===== src/rtl/uart_tx_fifo_if.sv =====
// Host-side bundle for the UART transmitter: push request, overflow clear,
// FIFO status flags, frame-done pulse and the serial line.
interface uart_tx_fifo_if #(
  parameter int FIFO_AW = 4
) ();
  logic               tx_wr;
  logic [7:0]         tx_data;
  logic               ovf_clr;
  logic               tx_full;
  logic               tx_empty;
  logic [FIFO_AW:0]   tx_count;
  logic               tx_busy;
  logic               tx_done;
  logic               overflow;
  logic               uart_txd;

  modport master (
    output tx_wr, tx_data, ovf_clr,
    input  tx_full, tx_empty, tx_count, tx_busy, tx_done, overflow, uart_txd
  );

  modport slave (
    input  tx_wr, tx_data, ovf_clr,
    output tx_full, tx_empty, tx_count, tx_busy, tx_done, overflow, uart_txd
  );
endinterface


===== src/rtl/uart_tx_fifo.sv =====
// UART transmitter: a 2**FIFO_AW byte FIFO feeding an 8N1 serialiser with
// back-to-back frames, sticky overflow and a registered end-of-frame pulse.
module uart_tx_fifo #(
  parameter int BAUD_DIV = 5208,
  parameter int FIFO_AW  = 4
) (
  input  logic        clk,
  input  logic        reset,
  uart_tx_fifo_if.slave bus
);
  localparam int          DEPTH     = 2 ** FIFO_AW;
  localparam logic [15:0] BAUD_LAST = 16'(BAUD_DIV - 1);

  typedef enum logic [1:0] {IDLE, START, DATA, STOP} state_t;

  state_t               state_q, state_d;
  logic [15:0]          cnt_q, cnt_d;
  logic [2:0]           idx_q, idx_d;
  logic [7:0]           sh_q, sh_d;
  logic                 txd_q, txd_d;
  logic                 done_q, done_d;
  logic                 ovf_q, ovf_d;
  logic [FIFO_AW-1:0]   wp_q, wp_d;
  logic [FIFO_AW-1:0]   rp_q, rp_d;
  logic [FIFO_AW:0]     count_q, count_d;
  logic [7:0]           mem_q [DEPTH];

  logic full;
  logic push_ok;
  logic pop;
  logic bit_end;

  assign full    = (count_q == (FIFO_AW+1)'(DEPTH));
  assign push_ok = bus.tx_wr && !full;
  assign bit_end = (cnt_q == BAUD_LAST);

  always_comb begin
    state_d = state_q;
    cnt_d   = cnt_q;
    idx_d   = idx_q;
    sh_d    = sh_q;
    done_d  = 1'b0;
    pop     = 1'b0;
    case (state_q)
      IDLE: begin
        if (count_q != '0) begin
          pop     = 1'b1;
          sh_d    = mem_q[rp_q];
          cnt_d   = '0;
          state_d = START;
        end
      end
      START: begin
        if (bit_end) begin
          cnt_d   = '0;
          idx_d   = '0;
          state_d = DATA;
        end else begin
          cnt_d = cnt_q + 16'd1;
        end
      end
      DATA: begin
        if (bit_end) begin
          cnt_d = '0;
          if (idx_q == 3'd7) begin
            state_d = STOP;
          end else begin
            idx_d = idx_q + 3'd1;
            sh_d  = {1'b0, sh_q[7:1]};
          end
        end else begin
          cnt_d = cnt_q + 16'd1;
        end
      end
      STOP: begin
        if (bit_end) begin
          done_d = 1'b1;
          cnt_d  = '0;
          // Chain straight into the next start bit when more data is queued.
          if (count_q != '0) begin
            pop     = 1'b1;
            sh_d    = mem_q[rp_q];
            state_d = START;
          end else begin
            state_d = IDLE;
          end
        end else begin
          cnt_d = cnt_q + 16'd1;
        end
      end
      default: state_d = IDLE;
    endcase
    // Line level is decoded from the next state so txd leaves a flop.
    if (state_d == DATA) txd_d = sh_d[0];
    else                 txd_d = (state_d != START);
  end

  always_comb begin
    wp_d    = push_ok ? wp_q + FIFO_AW'(1) : wp_q;
    rp_d    = pop     ? rp_q + FIFO_AW'(1) : rp_q;
    count_d = count_q;
    case ({push_ok, pop})
      2'b10:   count_d = count_q + (FIFO_AW+1)'(1);
      2'b01:   count_d = count_q - (FIFO_AW+1)'(1);
      default: count_d = count_q;
    endcase
    // A rejected push wins over a clear on the same edge.
    if (bus.tx_wr && full) ovf_d = 1'b1;
    else if (bus.ovf_clr)  ovf_d = 1'b0;
    else                   ovf_d = ovf_q;
  end

  always_ff @(posedge clk or posedge reset) begin
    if (reset) begin
      state_q <= IDLE;
      cnt_q   <= '0;
      idx_q   <= '0;
      txd_q   <= 1'b1;
      done_q  <= 1'b0;
      ovf_q   <= 1'b0;
      wp_q    <= '0;
      rp_q    <= '0;
      count_q <= '0;
    end else begin
      state_q <= state_d;
      cnt_q   <= cnt_d;
      idx_q   <= idx_d;
      txd_q   <= txd_d;
      done_q  <= done_d;
      ovf_q   <= ovf_d;
      wp_q    <= wp_d;
      rp_q    <= rp_d;
      count_q <= count_d;
    end
  end

  always_ff @(posedge clk) begin
    sh_q <= sh_d;
    if (push_ok) mem_q[wp_q] <= bus.tx_data;
  end

  assign bus.tx_full  = full;
  assign bus.tx_empty = (count_q == '0);
  assign bus.tx_count = count_q;
  assign bus.tx_busy  = (state_q != IDLE);
  assign bus.tx_done  = done_q;
  assign bus.overflow = ovf_q;
  assign bus.uart_txd = txd_q;
endmodule


===== src/flat_wrapper.sv =====
// flat-port wrapper written by rule: the top's interface ports become plain ports
module uart_tx_fifo_flat 
#(
  parameter int BAUD_DIV = 5208,
  parameter int FIFO_AW  = 4
)
  (clk, reset, bus_tx_wr, bus_tx_data, bus_ovf_clr, bus_tx_full, bus_tx_empty, bus_tx_count, bus_tx_busy, bus_tx_done, bus_overflow, bus_uart_txd);
  uart_tx_fifo_if #(.FIFO_AW(FIFO_AW)) bus_i ();
  input  logic clk;
  input  logic reset;
  input wire logic [$bits(bus_i.tx_wr)-1:0] bus_tx_wr;
  input wire logic [$bits(bus_i.tx_data)-1:0] bus_tx_data;
  input wire logic [$bits(bus_i.ovf_clr)-1:0] bus_ovf_clr;
  output wire logic [$bits(bus_i.tx_full)-1:0] bus_tx_full;
  output wire logic [$bits(bus_i.tx_empty)-1:0] bus_tx_empty;
  output wire logic [$bits(bus_i.tx_count)-1:0] bus_tx_count;
  output wire logic [$bits(bus_i.tx_busy)-1:0] bus_tx_busy;
  output wire logic [$bits(bus_i.tx_done)-1:0] bus_tx_done;
  output wire logic [$bits(bus_i.overflow)-1:0] bus_overflow;
  output wire logic [$bits(bus_i.uart_txd)-1:0] bus_uart_txd;
  assign bus_i.tx_wr = bus_tx_wr;
  assign bus_i.tx_data = bus_tx_data;
  assign bus_i.ovf_clr = bus_ovf_clr;
  assign bus_tx_full = bus_i.tx_full;
  assign bus_tx_empty = bus_i.tx_empty;
  assign bus_tx_count = bus_i.tx_count;
  assign bus_tx_busy = bus_i.tx_busy;
  assign bus_tx_done = bus_i.tx_done;
  assign bus_overflow = bus_i.overflow;
  assign bus_uart_txd = bus_i.uart_txd;
  uart_tx_fifo #(.BAUD_DIV(BAUD_DIV), .FIFO_AW(FIFO_AW)) u_core (.clk(clk), .reset(reset), .bus(bus_i));
endmodule

===== config.mk =====
export PLATFORM = sky130hd
export DESIGN_NAME = uart_tx_fifo_flat
export DESIGN_NICKNAME = d
export VERILOG_FILES = /design/src/rtl/uart_tx_fifo_if.sv /design/src/rtl/uart_tx_fifo.sv /design/src/flat_wrapper.sv
export SDC_FILE = /design/constraint.sdc
export NUM_CORES = 1
export LEC_CHECK = 0
export ABC_AREA = 0
export CORE_MARGIN = 10
export CORE_UTILIZATION = 42
export DETAILED_ROUTE_END_ITERATION = 8
export GPL_ROUTABILITY_DRIVEN = 0
export PLACE_DENSITY_LB_ADDON = 0.12
export SLEW_MARGIN = 15
export SYNTH_ARGS = -nofsm -noshare
export SYNTH_HDL_FRONTEND = slang
export SYNTH_SLANG_ARGS = --single-unit

===== constraint.sdc =====
create_clock -name clk -period 5.4 [get_ports clk]
set_input_delay 1.08 -clock clk [delete_from_list [all_inputs] [get_ports clk]]
set_output_delay 1.08 -clock clk [all_outputs]
set_load 0.05 [all_outputs]

==> flow_summary.ini, run 1 <==
[status]
status = finished clean

[drt]
wl_per_cell_um = 19.7
dr.pass1.iters = 4
viasPerCell = 5.35
vias = 3971
ant_nets = 0
drc = 0
drt_wl_total_um = 14600
drt_iter0_drc = 276

[global_routing]
grt_pass1_wl_um = 23300
grt_use_met2 = 0.209
grt_pass1_vias = 4067
grtUsageMet3 = 0.0355
grt_util_all_layers = 0.127
top_usage_layer = met2
grt_util_met1 = 0.162
antenna_found_initial = 0
grt_start_max_net_pins = 38
grt-ovfl-total = 0

[placed_design]
portBuffers = 22
pre_cts_ws_ns = 1.27
hpwlAfterDp_um = 9700

[logic_synthesis]
syn-cell-area_mm2 = 0.00761
synthAdderAreaFrac = 0.0296
synthCells = 476
synth_compound_area_frac = 0.0501
synth.most_common_cell = edfxtp_1
syn-num-nets = 506
synthArstFlopShare = 0.214
synthTopCellsByArea = edfxtp_1, dfrtp_1, mux4_2
synth_top_family_by_area = multiplexers
ys_warn_count = 0
synth_common_cells = edfxtp_1, dfrtp_1, nor2_1
synthMuxAreaShare = 0.127
synth-simple-area-share = 0.0825
synth_top_flop_cell = edfxtp_1
synth_xor_xnor_area_share = 0.0242
netlist.area_leader.share = 0.533
yosysSeqAreaShare = 0.657
yosys.area.top_type = edfxtp_1
synth_edf_count = 135
synth_cell_types = 59
synth_area_per_cell_um2 = 16.0
ys_ff_latch = 173

[final_layout]
fin_util = 0.481
register_area_mm2 = 0.00500
multiInputGateArea_mm2 = 0.00239
fin_nets = 530
area_growth_pct = 13.1
fillers = 1541
drive_above_1_share = 0.136
antenna_cells = 0

[cts]
clk_pin_slew_worst_paths_ns = 0.07
cts_hold_buf = 0
clock-sinks = 173
htreeDepth = 4
cts_resized = 0
clock-root-buffer = clkbuf_16
insertion_delay_ns = 0.43
cts_tree = built
cts_made_buffers = 17
clockBufferDepth = 2
post_cts_buffers = 0

[power]
p_leak_uw = 0.00302
power_density_mw_per_mm2 = 387
ir_drop_mv = 0.210

[timing]
fmax_mhz = 242
final-max-slew-violation-count = 0
whs_ns = 0.518
hold_viol_final = 0
rsz0062_at_grt = no
relSlewSlack = 0.277
finClkSkew_ns = 0.0106
layout_min_cycle_time_ns = 4.14
fin_crit_sh = 0.766
tns_ns = 0
tightest_slew_ns = 1.07
fin_ws_ns = 1.26
setup_viol = 0

[floorplanning]
initial_utilization = 0.425
die_area_mm2 = 0.0239
rows = 49
chipHeight_um = 155
die_x_um = 155
io_pins = 23
design.core.area_mm2 = 0.0179

[critical_path]
path_class = register to register
worstPathRequired_ns = 5.71
cp.arrival_ns = 4.44
critical_path_peak_fanout = 14
end_kind = register
crit_path_start_kind = register

[flow_run]
maxCapViolations = 0

[worst_hold_path]
hp-class = register to register
==> layer usage <==
layer | up-vias | wire, um
met2 | 61 | 7370
met3 | 11 | 508
met5 | - | 0
met1 | 1999 | 6620
li1 | 1900 | -
met4 | 0 | 116
==> stage by stage <==
stage               power (uW)  area, um2  instances
floorplan                 1960       7610        476
global placement          2120       8010        710
detailed placement        2130       8010        710
CTS                       3370       8600        742
global route              3480       8600        742
finish                    3330       8600        742
==> cells in the final DEF (no fill, tap or decap), drive strengths merged, types with 3 or more instances in the layout <==
| master | count |
|---|---|
| a21oi | 10 |
| mux2i | 4 |
| nor4b | 3 |
| nor2 | 32 |
| o21ai | 21 |
| ha | 18 |
| clkdlybuf4s50 | 22 |
| inv | 25 |
| nand3 | 8 |
| nand4 | 6 |
| mux4 | 38 |
| nor4 | 3 |
| buf | 6 |
| nand2 | 31 |
| a22o | 4 |
| xor2 | 12 |
| a221o | 6 |
| nand2b | 5 |
| dfrtp | 36 |
| clkinv | 3 |
| edfxtp | 135 |
| nor2b | 6 |
| or3 | 5 |
| nor3 | 11 |
| a31oi | 3 |
| o22ai | 3 |
| clkbuf | 17 |
| xnor2 | 9 |
==> critical path, stage by stage, from the launching register on <==
cell and delay, ns:
dfrtp_1 0.39, ha_1 0.22, nor4bb_1 0.45, and4_1 0.55, a21oi_1 0.25, nor3_2 0.45
ha_1 0.46, xor2_1 0.12, ha_1 0.22, o21a_1 0.17, o22a_1 0.19, a21oi_1 0.18
xor2_1 0.17, nor2_1 0.06, xnor2_1 0.12
==> layout make-up <==
class	instances	share of cell area
Sequential cell	173	0.581
Multi-Input combinational cell	263	0.277
Clock buffer	17	0.0494
Tap cell	229	0.0333
Timing Repair Buffer	28	0.0308
Clock inverter	15	0.0202
Inverter	17	0.00742
==> where the power goes <==
group | internal, uW | leakage [uW] | switching [uW] | total, uW
clock network | 699 | 0.000289 | 539 | 1240
logic | 159 | 0.00103 | 278 | 437
registers | 1570 | 0.00170 | 82.8 | 1650
==> kinds of logic (layout without fill, tap and decap cells) <==
family | Yosys count | in the layout
buf+inv | 40 | 77
compound gates | 59 | 59
mux | 43 | 43
flops | 173 | 173
simple gates | 122 | 122
xor+xnor | 21 | 21
fa+ha+maj | 18 | 18
==> flip-flops by register name, summed over array words and instances, names as in the netlist <==
signal               flops
u_core.bus.overflow      1
u_core.cnt_q            16
u_core.state_q           2
u_core.wp_q              4
u_core.sh_q              8
u_core.idx_q             3
u_core.bus.tx_count      5
u_core.bus.uart_txd      1
u_core.mem_q           128
u_core.rp_q              4
u_core.bus.tx_done       1
==> final timing paths <==
kind / slack, ns / startpoint / cells past startpoint / to
max in group asynchronous: 3.96 / reset / 3 / u_core.rp_q[0]
min in group asynchronous: 1.07 / reset / 3 / u_core.cnt_q[6]
setup reg to reg: 1.26 / u_core.cnt_q[0] / 14 / u_core.bus.tx_count[4]
setup / recovery: 1.26 / u_core.cnt_q[0] / 14 / u_core.bus.tx_count[4]
hold reg to reg: 0.52 / u_core.bus.overflow / 1 / u_core.bus.overflow
hold / removal: 0.52 / u_core.bus.overflow / 1 / u_core.bus.overflow
Note: power is estimated with default switching activity, not from simulation.
==> inputs of run 2 (changes only) <==
Clock period 5.4 ns to 3.55 ns, I/O delays scaled along.
==> flow_summary.ini, run 2 (same netlist as run 1, synthesis figures left out) <==
[global_routing]
grt_pass1_vias = 4308
grt_util_all_layers = 0.129
grt_pass1_wl_um = 24000
grt_start_max_net_pins = 36
grt-ovfl-total = 0
antenna_found_initial = 0

[final_layout]
largest_reg_flops = 128
top_regs = u_core.mem_q (128), u_core.cnt_q (16), u_core.sh_q (8)
area_growth_pct = 14.9
mostFrequentLayoutCells = edfxtp_1, dfrtp_1, nor2_1, nand2_1, buf_4
fin_nets = 550
final_common_cell = edfxtp_1
fillers = 1508
antenna_cells = 0
largest-register = u_core.mem_q
stdcell_count = 762
drive_above_1_share = 0.169

[critical_path]
path_cells = ha_1 > nor4bb_1 > and4_1 > a21oi_1 > nor3_2 > ha_1 > xor2_1 > ha_1 > a21boi_0 > o22a_1 > a21oi_1 > xor2_1 > nor2_1 > xnor2_1
critPathSlowestCell = nor4bb_1
path_class = register to register
crit_buf_inv = 0
path_delay_family = simple AND/OR/NAND/NOR gates
crit_path_max_incr_delay_ns = 0.44
worstPathRequired_ns = 3.91
cp_common_cell = ha_1
cp.arrival_ns = 3.64
end_kind = register
crit_path_start_kind = register
critical_path_peak_fanout = 6

[timing]
layout_min_cycle_time_ns = 3.28
hold_viol_final = 0
tns_ns = 0
finClkSkew_ns = 0.00919
rsz0062_at_grt = no
whs_ns = 0.513
setup_viol = 0
fmax_mhz = 305
tightest_slew_ns = 0.853
final-max-slew-violation-count = 0
relSlewSlack = 0.432
fin_crit_sh = 0.925

[floorplanning]
design.core.area_mm2 = 0.0179
chipHeight_um = 155
die_x_um = 155
initial_utilization = 0.425
die_area_mm2 = 0.0239
io_pins = 23
rows = 49

[drt]
dr.pass1.iters = 4
wl_per_cell_um = 19.3
viasPerCell = 5.44
drc = 0
drt_iter0_drc = 236
ant_nets = 0
drt_wl_total_um = 14700
vias = 4143

[cts]
cts_hold_buf = 0
clock-sinks = 173
post_cts_buffers = 0
clockBufferDepth = 2
htreeDepth = 4
cts_made_buffers = 17
insertion_delay_ns = 0.43
clk_pin_slew_worst_paths_ns = 0.07
clock-root-buffer = clkbuf_16
cts_tree = built
cts_resized = 0

[placed_design]
hpwlAfterDp_um = 10000
portBuffers = 22
placedCellCount = 730

[worst_hold_path]
hp-class = register to register

[flow_run]
maxCapViolations = 0

[status]
status = finished clean

[power]
p_leak_uw = 0.00312
power_density_mw_per_mm2 = 579
ir_drop_mv = 0.336
## run 2: area by class of cell
type                       count  area, um2  area share
sequential                   173       5000       0.572
multi-input combinational    263       2380       0.272
clock buffer                  18        429      0.0491
timing repair buffer          48        415      0.0475
tap                          229        287      0.0328
clock inverter                14        169      0.0193
inverter                      17       63.8     0.00729
## run 2: worst reg2reg max path, stage by stage, from the launching register on
cell	delay (ns)
dfrtp_1	0.40
ha_1	0.22
nor4bb_1	0.44
and4_1	0.31
a21oi_1	0.17
nor3_2	0.22
ha_1	0.23
xor2_1	0.16
ha_1	0.21
a21boi_0	0.21
o22a_1	0.17
a21oi_1	0.07
xor2_1	0.14
nor2_1	0.14
xnor2_1	0.13
## run 2: path summary, 6_finish.rpt
| kind | slack (ns) | from | depth (start not counted) | end |
|---|---|---|---|---|
| max | 0.27 | u_core.cnt_q[0] | 14 | u_core.bus.tx_count[4] |
| min | 0.51 | u_core.bus.overflow | 1 | u_core.bus.overflow |
| max reg2reg | 0.27 | u_core.cnt_q[0] | 14 | u_core.bus.tx_count[4] |
| min reg2reg | 0.51 | u_core.bus.overflow | 1 | u_core.bus.overflow |
| max in group asynchronous | 2.05 | reset | 3 | u_core.bus.uart_txd |
| min in group asynchronous | 0.68 | reset | 2 | u_core.bus.overflow |
## run 2: through the flow
step                total power (uW)   util  cell area, um2  setup slack (ns)
finish                          5070  0.489            8750             0.267
detailed placement              3260  0.455            8150             0.290
global route                    5290  0.489            8750           0.00980
global placement                3250  0.455            8150             0.423
CTS                             5140  0.489            8750             0.219
floorplan                       2990      -            7610            0.0755
## run 2: where the power goes
| part | switching [uW] | leakage [uW] | internal, uW |
|---|---|---|---|
| Clock | 857 | 0.000287 | 1010 |
| Combinational | 426 | 0.00113 | 269 |
| Sequential | 121 | 0.00170 | 2390 |
## run 2: layer usage
metal  share of wire  GRT usage  vias to the layer above
met5               0          0                        -
met4           0.019     0.0522                        0
met3           0.028     0.0269                       22
met2            0.49      0.210                       55
met1            0.46      0.165                     2123
li1                -          -                     1943
